**src/rtl/mac_acc_drain.sv**
```systemverilog
// Accumulates CHUNK_NUM signed MAC partials per dot product and buffers the
// finished results in a first-word-fall-through FIFO drained by valid/ready.
module mac_acc_drain #(
  parameter int IDATA_BIT  = 20,
  parameter int ACC_BIT    = 32,
  parameter int CHUNK_NUM  = 4,
  parameter int FIFO_DEPTH = 4
) (
  input  logic                          clk,
  input  logic                          rstn,
  input  logic [IDATA_BIT-1:0]          idata,
  input  logic                          idata_valid,
  input  logic                          acc_clr,
  output logic [ACC_BIT-1:0]            odata,
  output logic                          odata_valid,
  input  logic                          odata_ready,
  output logic [$clog2(FIFO_DEPTH):0]   fifo_cnt,
  output logic                          overflow
);

  localparam int PTR_W = $clog2(FIFO_DEPTH);
  localparam int CNT_W = (CHUNK_NUM > 1) ? $clog2(CHUNK_NUM) : 1;
  localparam logic [CNT_W-1:0] LAST_CHUNK = CNT_W'(CHUNK_NUM - 1);

  logic signed [IDATA_BIT-1:0] idata_s;
  logic signed [ACC_BIT-1:0]   idata_ext;
  logic signed [ACC_BIT-1:0]   acc;
  logic signed [ACC_BIT-1:0]   sum;
  logic [CNT_W-1:0]            chunk_cnt;

  logic [ACC_BIT-1:0] mem [FIFO_DEPTH];
  logic [ACC_BIT-1:0] last_head;
  logic [PTR_W:0]     wr_ptr;
  logic [PTR_W:0]     rd_ptr;
  logic [PTR_W-1:0]   wr_idx;
  logic [PTR_W-1:0]   rd_idx;

  logic full;
  logic push;
  logic pop;
  logic push_ok;
  logic drop;

  assign idata_s   = idata;
  assign idata_ext = ACC_BIT'(idata_s);
  assign sum       = acc + idata_ext;

  // Extra pointer MSB distinguishes full from empty without a separate counter.
  assign wr_idx      = wr_ptr[PTR_W-1:0];
  assign rd_idx      = rd_ptr[PTR_W-1:0];
  assign fifo_cnt    = wr_ptr - rd_ptr;
  assign odata_valid = (fifo_cnt != '0);
  assign full        = fifo_cnt[PTR_W];

  assign push    = idata_valid && !acc_clr && (chunk_cnt == LAST_CHUNK);
  assign pop     = odata_valid && odata_ready;
  assign push_ok = push && (!full || pop);
  assign drop    = push && full && !pop;

  // When empty, keep presenting whatever was last at the head.
  assign odata = odata_valid ? mem[rd_idx] : last_head;

  always_ff @(posedge clk or negedge rstn) begin
    if (!rstn) begin
      acc       <= '0;
      chunk_cnt <= '0;
    end else if (acc_clr) begin
      acc       <= '0;
      chunk_cnt <= '0;
    end else if (idata_valid) begin
      if (chunk_cnt == LAST_CHUNK) begin
        acc       <= '0;
        chunk_cnt <= '0;
      end else begin
        acc       <= sum;
        chunk_cnt <= chunk_cnt + 1'b1;
      end
    end
  end

  always_ff @(posedge clk or negedge rstn) begin
    if (!rstn) begin
      overflow <= 1'b0;
    end else if (acc_clr) begin
      overflow <= 1'b0;
    end else if (drop) begin
      overflow <= 1'b1;
    end
  end

  always_ff @(posedge clk or negedge rstn) begin
    if (!rstn) begin
      for (int unsigned i = 0; i < FIFO_DEPTH; i++) begin
        mem[i] <= '0;
      end
      wr_ptr    <= '0;
      rd_ptr    <= '0;
      last_head <= '0;
    end else begin
      if (push_ok) begin
        mem[wr_idx] <= sum;
        wr_ptr      <= wr_ptr + 1'b1;
      end
      if (pop) begin
        last_head <= mem[rd_idx];
        rd_ptr    <= rd_ptr + 1'b1;
      end
    end
  end

endmodule

```
**config.mk**
```make
export PLATFORM = sky130hd
export DESIGN_NAME = mac_acc_drain
export DESIGN_NICKNAME = d
export VERILOG_FILES = /design/src/rtl/mac_acc_drain.sv
export SDC_FILE = /design/constraint.sdc
export NUM_CORES = 1
export LEC_CHECK = 0
export ABC_AREA = 1
export BUFFER_PORTS_ARGS = -buffer_cell sky130_fd_sc_hd__buf_2
export CAP_MARGIN = 30
export CORE_MARGIN = 2
export CORE_UTILIZATION = 50
export DETAILED_ROUTE_END_ITERATION = 8
export PLACE_DENSITY = 0.67
export SETUP_SLACK_MARGIN = 0.4
export SYNTH_ARGS = -nofsm -noshare
export SYNTH_HDL_FRONTEND = slang
export SYNTH_SLANG_ARGS = --single-unit
export TNS_END_PERCENT = 50
```
**constraint.sdc**
```tcl
create_clock -name clk -period 3.3 [get_ports clk]
set_input_delay 0.165 -clock clk [delete_from_list [all_inputs] [get_ports clk]]
set_output_delay 0.165 -clock clk [all_outputs]
set_load 0.1 [all_outputs]
```
# [Yosys cells after proc, flatten, opt, wreduce, memory -nomap -nowiden]
# Index checks and enable logic that the tools add are counted.
[word_totals] reg_bits=201 in_bits=25 output_inout_bits=37
[classes] n_addsub=5 magnitude_cmp=3 n_eq_ne=1 muxes=15 bitwise_logic=2 reduce_logical=14
[op_table] op="2-to-1 mux 32 bit" n=7
[op_table] op="bitwise mux 128 bit" n=1
[op_table] op="binary-select mux 32 bit (select 2 bit)" n=1
[op_table] op="demux 32 bit (select 2 bit)" n=1
[op_table] op="adder 32 x 20 -> 32 bit" n=1
[op_table] op="logical AND 1 bit" n=7
[op_table] op="adder 3 x 1 -> 3 bit, second input constant" n=2
[op_table] op="greater-or-equal comparator 3 bit, second input constant" n=2
[op_table] op="2-to-1 mux 2 bit" n=3
[op_table] op="inverter 2 -> 3 bit" n=2
[op_table] op="nonzero test 2 bit" n=2
[op_table] op="zero test 1 bit" n=3
[op_table] op="less-than comparator 3 x 1 -> 1 bit, second input constant" n=1
[op_table] op="nonzero test 3 bit" n=1
[op_table] op="subtractor 3 bit" n=1
[op_table] op="adder 2 x 1 -> 2 bit, second input constant" n=1
[op_table] op="== test 2 bit, second input constant" n=1
[op_table] op="2-to-1 mux 1 bit" n=2
[op_table] op="logical OR 1 bit" n=1

# [Logic depth before layout (Yosys ltp)]
# Gate-level depths: netlist (run 1).
[logic_depth] word_depth=7 depth_mapped=13 ltp_nobuf=12

# [Worst setup path after synthesis (run 1)]
# No wires, ideal clock.
[synth_timing] path_kind="register to output" startpoint="register wr_ptr[0]" endpoint="output odata[22]" arrival_time_ns=4.618 t_required_ns=3.135 setup_slack_ns=-1.483 path_stages_with_launch=10 cell_sequence="dfrtp_1 inv_1 ha_1 fa_1 xor2_1 xor2_1 nand2_1 clkbuf_1 clkbuf_1 o21ai_0"
[synth_between] elab_chain_len=3
[synth_lines] item="start: declaration" line="33" rtl="logic [PTR_W:0] wr_ptr;"
[synth_lines] item="start signal: assignment" line="102" rtl="wr_ptr <= wr_ptr + 1'b1;"
[synth_lines] item="subtractor 3 bit" line="51" rtl="assign fifo_cnt = wr_ptr - rd_ptr;"
[synth_lines] item="nonzero test 3 bit" line="52" rtl="assign odata_valid = (fifo_cnt != '0);"
[synth_lines] item="net odata_valid" line="15" rtl="output logic odata_valid,"
[synth_lines] item="2-to-1 mux 32 bit" line="61" rtl="assign odata = odata_valid ? mem[rd_idx] : last_head;"
[synth_lines] item="end: declaration" line="14" rtl="output logic [ACC_BIT-1:0] odata,"
# The timed path passes the listed nets, and every way through them passes these cells.

# [Final worst setup path (run 1)]
[layout_timing] startpoint="register wr_ptr[0]" endpoint="output odata[9]"
[layout_between] elab_chain_len=3
[layout_lines] item="subtractor 3 bit" line="51"
[layout_lines] item="nonzero test 3 bit" line="52"
[layout_lines] item="2-to-1 mux 32 bit" line="61"
# Every way passes these cells.

==> impl_summary.txt, run 1 <==
----------------------------------------------------
[GRT]
  Via count of the first global-routing pass ... 9465
  Maximum number of pins on one net before global-route repair ... 94
  Antenna violations before repair ... 0
  GRT Util Overall ... 0.254
  Global-route wire length before repair ... slightly below 50000 um
  GR Overflow Total ... 0

[Floorplanning]
  Die outline height ... between 150 and 200 um
  Die area ... 0.0240 mm^2
  Number of core rows ... 55
  Horiz. Die Dim ... between 150 and 200 um
  Core Box Area ... 0.0225 mm^2
  Effective utilization at floorplan ... 0.507
  Number of I/O pins ... 62

[Logic synthesis]
  Share of synthesized area occupied by flip-flops and latches ... 0.441
  Simple-gate portion of the synthesized area ... 0.291
  Mapped cell area ... about 0.011 mm^2
  Number of enable flip-flop cells after synthesis ... 0
  Post-Syn Area per Cell ... 7.37 um^2
  Post-synthesis sequential element count ... about 200
  Primary FF master, synth ... dfrtp_1
  Yosys top cell area share ... 0.441
  Share of synthesized flip-flops with an asynchronous set or reset ... 1.00
  Fraction of the mapped netlist area in adder cells ... 0.0452
  Dominant combinational cell family by area after synthesis ... simple AND/OR/NAND/NOR gates
  Share of cell area taken by muxes after synthesis ... 0
  Top area cells in the synthesized netlist ... dfrtp_1 (44%), nand2_1 (19%), o21ai_0 (6.2%)
  Cell taking the most area after synthesis ... dfrtp_1
  Gate count of the mapped netlist ... roughly 1500
  Yosys warning total ... 0
  Post-synthesis compound-gate area fraction ... 0.117
  Net Count, Synth ... about 1600
  Parity-gate share of the synthesized area counting xor and xnor cells ... 0.0169
  Number of distinct library cells after synthesis ... 31

[Drt]
  Met1 Wirelength ... 14500 um
  Highest metal layer used by the detailed router ... met4
  DRC violations left ... 0
  Average vias per placed instance ... roughly 5.3
  Detailed-route via count ... ~10000
  Detail Route met2 WL ... roughly 13000 um
  Total routed wirelength ... around 30000 um
  First-pass detailed-route iteration total ... 5
  Met3 WL ... between 1500 and 2000 um
  DRT antenna net count ... 0
  Number of design-rule violations left by the first detailed-router iteration ... between 600 and 700
  Routed wire length per instance ... approximately 16 um

[STA]
  Portion of the clock cycle consumed by the worst path in the final layout ... 0.863
  Final total negative setup slack ... 0 ps
  Minimum clock period ... approximately 2800 ps
  Min setup slack post-route ... about 450 ps
  Total setup violations reported at the end of the flow ... 0
  Unrepaired setup endpoints after global routing ... true
  Clk_skew ... 12.7 ps
  Final max-slew violation count ... 0
  Final Hold Fails ... 0
  Worst slew pin tran ... approximately 860 ps
  Max_slew headroom ... 0.424
  Highest Clock Rate ... 351 MHz

[Worst hold path]
  Hold path startpoint ... idata_valid
  Path type of the worst min-delay path ... input port to flip-flop

[Final layout]
  Filler cells ... slightly above 2000
  Synth-to-layout area growth ... 19.5%
  Number of antenna repair diodes ... 0
  Fraction of final layout cells sized beyond drive strength 1 ... 0.112
  Seq. cell area ... about 0.005 mm^2
  Number of nets in the final layout ... ~1700
  Area of the multi-input gates ... roughly 0.0057 mm^2

[Worst setup path]
  Kind of launch point of the worst setup path ... flip-flop
  Buffers and inverters on the worst path ... 4
  R2R Path Start ... wr_ptr[0]
  Type of the worst setup path ... flip-flop to output pin
  Slowest stage delay, CP ... about 360 ps
  Crit Path Max Fanout ... 16
  Kind of cell adding the most delay to the critical path ... buffers and inverters
  Launching element of the worst setup path ... wr_ptr[0]
  Cell breakdown of the critical path ... inv_2 > ha_1 > fa_2 > xor2_2 > xor2_2 > nand2_4 > buf_12 > buf_16 > o21ai_2 > buf_12
  Slowest stage cell, crit path ... dfrtp_1
  Data required, critical path ... roughly 3100 ps
  Critical path capture point type ... output pin
  Worst endpoint data arrival time ... ~2700 ps
  FF-to-FF setup slack ... 680 ps

[CTS]
  CTS Root Cell ... clkbuf_16
  Worst-path clk slew ... approximately 60 ps
  H-tree levels ... 1
  CTS sink cnt ... 201
  TritonCTS Buffers ... 23
  TritonCTS clock tree ... yes
  Max Root-Sink Buffers ... 3
  Insertion delay to the later sink of the worst-skew pair ... around 510 ps

[Power]
  Leakage Power ... approximately 7 nW
  Cell area power density ... roughly 1100 mW/mm^2
  Maximum ir drop on the vdd rail ... around 1.3 mV

[Place]
  HPWL after detailed placement ... between 20000 and 25000 um
  Last weighted congestion value of the routability-driven placer ... roughly 0.93
  I/O Buffers ... 61
  Setup WS pre-CTS ... approximately 280 ps

[Run]
  Max-cap check violation count ... 0

[Outcome]
  Status ... complete, no violations

----------------------------------------------------
[worst paths after layout]
path | end | depth (start not counted)
max | odata[9] | 10
min | chunk_cnt[0] | 5
max reg2reg | rd_ptr[2] | 10
min reg2reg | mem[77] | 2
max in group asynchronous | last_head[31] | 3
min in group asynchronous | acc[2] | 2
[where the power goes]
| group | switching, W | internal, W |
|---|---|---|
| sequential | 0.000177 | 0.00287 |
| combinational | 0.00613 | 0.00288 |
| clock | 0.00103 | 0.00161 |
[per-layer routing]
| metal | global-route usage | vias to the layer above |
|---|---|---|
| li1 | - | 5035 |
| met1 | 0.378 | 4774 |
| met2 | 0.398 | 301 |
| met3 | 0.0354 | 33 |
| met4 | 0.0529 | 0 |
| met5 | 0 | - |
[tightest hold or removal path, cell delays in order]
cell and delay [ps]:
buf_2 120, inv_1 60, nor2_1 50, inv_1 90
o21ai_0 80
[flip-flops by register name, summed over array words and instances, names as in the netlist]
signal,count
acc,32
wr_ptr,3
mem,128
chunk_cnt,2
overflow,1
last_head,32
rd_ptr,3
[cell usage after synthesis (13+ instances only)]
cell / count
nand2_1: 569
ha_1: 38
nand3_1: 104
clkbuf_1: 35
dfrtp_1: 201
nor2_1: 106
o21ai_1: 52
o21ai_0: 142
buf_6: 16
inv_1: 165
o22ai_1: 32
a21oi_1: 20
xor2_1: 13
[layout by cell type (no fill, tap or decap), drive strengths merged]
cell	instances
a21oi	20
xor2	13
ha	38
clkbuf	32
o22ai	32
nand2	575
nor3	4
o21ai	197
nor2	111
fa	2
nand3	104
o21bai	2
a21o	1
inv	167
nand4	3
dlygate4sd3	3
nand3b	5
bufbuf	1
buf	80
a22o	1
xnor2	9
and2	1
bufinv	3
dfrtp	201
clkinv	5
clkinvlp	4
[cells by family after synthesis]
family          Yosys count
fa+ha+maj                40
compound gates          253
flops                   201
xor+xnor                 22
buf+inv                 229
simple gates            803
[layout make-up]
| class | count | area share |
|---|---|---|
| clock buffers | 31 | 0.0474 |
| clock inverters | 11 | 0.0104 |
| inverters | 168 | 0.0475 |
| multi-input cells | 1118 | 0.418 |
| flip-flops and latches | 201 | 0.369 |
| well taps | 285 | 0.0262 |
| repair buffers | 85 | 0.0818 |
[metrics by stage]
stage | instance area (um^2) | hold slack [ps] | power [W] | instances | util
6_report | 13600 | 92.3 | 0.0147 | 1899 | 0.606
3_5_place_dp | 12500 | 292 | 0.0115 | 1846 | 0.556
2_1_floorplan | 11600 | -131 | 0.00898 | 1548 | -
4_1_cts | 13600 | 74.5 | 0.0146 | 1898 | 0.603
3_3_place_gp | 12500 | 292 | 0.0114 | 1846 | 0.556
5_1_grt | 13600 | 122 | 0.0154 | 1899 | 0.606
[timing repair]
item / CTS / global route
buffers inserted: 4 / 1
gates resized for setup: 24 / 9
pin swaps: 2 / 7
endpoints found under the hold margin: 92 / 0
cloned: 3 / 0
setup endpoints to repair: 33 / 31
hold buffers: 3 / 0
No activity file was read; power rests on OpenSTA's default activity.
==> run 2, diff against run 1 <==
--- a/config.mk
+++ b/config.mk
@@ -11,7 +11,7 @@
 export CORE_MARGIN = 2
 export CORE_UTILIZATION = 50
 export DETAILED_ROUTE_END_ITERATION = 8
-export PLACE_DENSITY = 0.67
+export PLACE_DENSITY = 0.78
 export SETUP_SLACK_MARGIN = 0.4
 export SYNTH_ARGS = -nofsm -noshare
 export SYNTH_HDL_FRONTEND = slang
==> run 2 against run 1 <==
Compared with the run above: final cell count increased by 0.53%; largest cell class unchanged; die area unchanged; total power increased by 1.2%; setup slack got worse by 36 ps; critical path depth unchanged; sequential cell count unchanged; wire length increased by 2.0%; clock-buffer cell count unchanged; global-route usage increased by 0.26 points.
==> impl_summary.txt, run 2 (synthesized netlist as in run 1, its figures left out) <==
----------------------------------------------------
[Outcome]
  Status ... complete, no violations

[Final layout]
  Register containing the most flip-flops in the final layout ... mem
  Number of nets in the final layout ... ~1700
  Number of antenna repair diodes ... 0
  Most frequent standard cell in the layout excluding fill and tap cells ... nand2_1
  Synth-to-layout area growth ... 20.2%
  Filler cells ... around 1900
  Seq. cell area ... around 0.005 mm^2
  Biggest registers after layout ... mem (128), acc (32), last_head (32)
  Fraction of final layout cells sized beyond drive strength 1 ... 0.124
  Area of the multi-input gates ... about 0.0057 mm^2
  Post-Layout Inst Area ... roughly 0.014 mm^2
  Highest-count cells in the layout ignoring fill and taps ... nand2_1 (555), dfrtp_1 (200), inv_1 (162)
  Non-filler instance count after layout ... ~1900
  Max reg flops ... 128

[STA]
  Final Hold Fails ... 0
  Max_slew headroom ... 0.506
  Total setup violations reported at the end of the flow ... 0
  Highest Clock Rate ... 347 MHz
  Portion of the clock cycle consumed by the worst path in the final layout ... 0.874
  Final total negative setup slack ... 0 ps
  Unrepaired setup endpoints after global routing ... true
  Post-Route Hold Slack ... between 60 and 70 ps
  Minimum clock period ... approximately 2900 ps
  Clk_skew ... ~10 ps
  Worst slew pin tran ... between 700 and 800 ps
  Final max-slew violation count ... 0

[Power]
  Cell area power density ... 1080 mW/mm^2
  Total power consumption of the routed design ... ~0.015 W
  Maximum ir drop on the vdd rail ... about 1.0 mV
  Leakage Power ... about 7 nW

[Worst hold path]
  Hold path startpoint ... odata_ready
  End point of the worst hold path ... rd_ptr[0]
  Number of instances on the worst hold path ... 3
  Path type of the worst min-delay path ... input port to flip-flop

[Drt]
  DRT antenna net count ... 0
  Met3 WL ... about 2200 um
  Routed wire length per instance ... between 15 and 20 um
  Highest metal layer used by the detailed router ... met4
  Total routed wirelength ... between 30000 and 40000 um
  Average vias per placed instance ... about 5.4
  Detailed-route via count ... around 10000
  Detail Route met2 WL ... roughly 14000 um
  DRC violations left ... 0
  Met1 Wirelength ... approximately 13000 um
  Number of design-rule violations left by the first detailed-router iteration ... around 830
  First-pass detailed-route iteration total ... 5

[Floorplanning]
  Die area ... ~0.024 mm^2
  Horiz. Die Dim ... about 160 um
  Number of I/O pins ... 62
  Core Box Area ... 0.0225 mm^2
  Number of core rows ... 55
  Effective utilization at floorplan ... 0.507
  Die outline height ... around 160 um

[GRT]
  Via count of the first global-routing pass ... approximately 10000
  GRT Util Overall ... 0.257
  Maximum number of pins on one net before global-route repair ... 93
  GR Overflow Total ... 0
  Global-route wire length before repair ... 50100 um
  Antenna violations before repair ... 0

[CTS]
  H-tree levels ... 1
  CTS sink cnt ... around 200
  Insertion delay to the later sink of the worst-skew pair ... roughly 500 ps
  TritonCTS Buffers ... 22
  CTS Root Cell ... clkbuf_16
  TritonCTS clock tree ... yes
  Worst-path clk slew ... around 60 ps
  Max Root-Sink Buffers ... 3

[Worst setup path]
  Crit Path Max Fanout ... 5
  Worst reg2reg endpoint ... mem[43]
  Type of the worst setup path ... flip-flop to output pin
  FF-to-FF setup slack ... 660 ps
  Worst endpoint data arrival time ... around 2700 ps
  R2R Path Start ... wr_ptr[0]
  Critical path capture point type ... output pin
  Data required, critical path ... approximately 3100 ps
  Kind of launch point of the worst setup path ... flip-flop
  Worst R2R Path Depth ... 14

[Place]
  # placed instances ... between 1500 and 2000
  HPWL after detailed placement ... about 20000 um
  Last weighted congestion value of the routability-driven placer ... 0.941
  Area after DPL ... 0.0125 mm^2
  I/O Buffers ... 61

[Run]
  Max-cap check violation count ... 0

----------------------------------------------------
-- run 2: cell types whose count changed in the layout (fill, tap and decap cells not counted), sizes merged --
cell         before  now
dlygate4sd3       3    2
clkbuf           32   34
buf              80   92
bufbuf            1    0
clkinvlp          4    3
bufinv            3    2
-- run 2: stage by stage --
step | utilization | setup WS [ps]
after floorplan | - | 73.3
after global placement | 0.557 | 648
after detailed placement | 0.557 | 490
after CTS | 0.601 | 393
after global routing | 0.609 | 310
final | 0.609 | 416
-- run 2: metal layers --
layer | GRT usage | vias to the layer above
met4 | 0.0617 | 0
met3 | 0.0398 | 37
li1 | - | 5041
met1 | 0.357 | 4927
met5 | 0 | -
met2 | 0.424 | 397
-- run 2: final cells by class --
class	instances	area share
clock buffers	31	0.0464
repair buffers	97	0.0904
multi-input cells	1118	0.414
flip-flops and latches	201	0.367
well taps	285	0.0260
inverters	168	0.0476
clock inverters	9	0.00821
-- run 2: worst max-delay path by stage --
| stage | endpoint | slack, ps | cells past startpoint | startpoint |
|---|---|---|---|---|
| finish | odata[26] | 420 | 10 | wr_ptr[0] |
| global route | odata[18] | 310 | 10 | wr_ptr[0] |
| CTS | odata[0] | 390 | 8 | rd_ptr[0] |
| detailed placement | odata[26] | 490 | 10 | wr_ptr[0] |
| global placement | odata[26] | 650 | 10 | wr_ptr[0] |
| floorplan | odata[10] | 70 | 8 | wr_ptr[0] |
-- run 2: where the power goes --
group          switching [W]  leakage [nW]  internal [W]  total, W
registers           0.000181          2.69       0.00287   0.00305
logic                0.00624          4.15       0.00306   0.00930
clock network        0.00101         0.364       0.00151   0.00252
-- run 2: what timing repair did --
action,CTS,global route
hold buffers,2,0
endpoints found under the hold margin,88,0
gates resized for setup,26,19
pin swaps,3,9
cloned,3,3
setup buffers,4,8
setup endpoints to repair,33,49
-- run 2: critical path: stages (launching register included) --
cell	delay, ps
dfrtp_1	370
inv_2	70
ha_4	160
fa_2	330
xor2_1	160
xor2_1	300
nand2_4	140
buf_4	180
buf_16	140
o21ai_4	180
buf_12	190
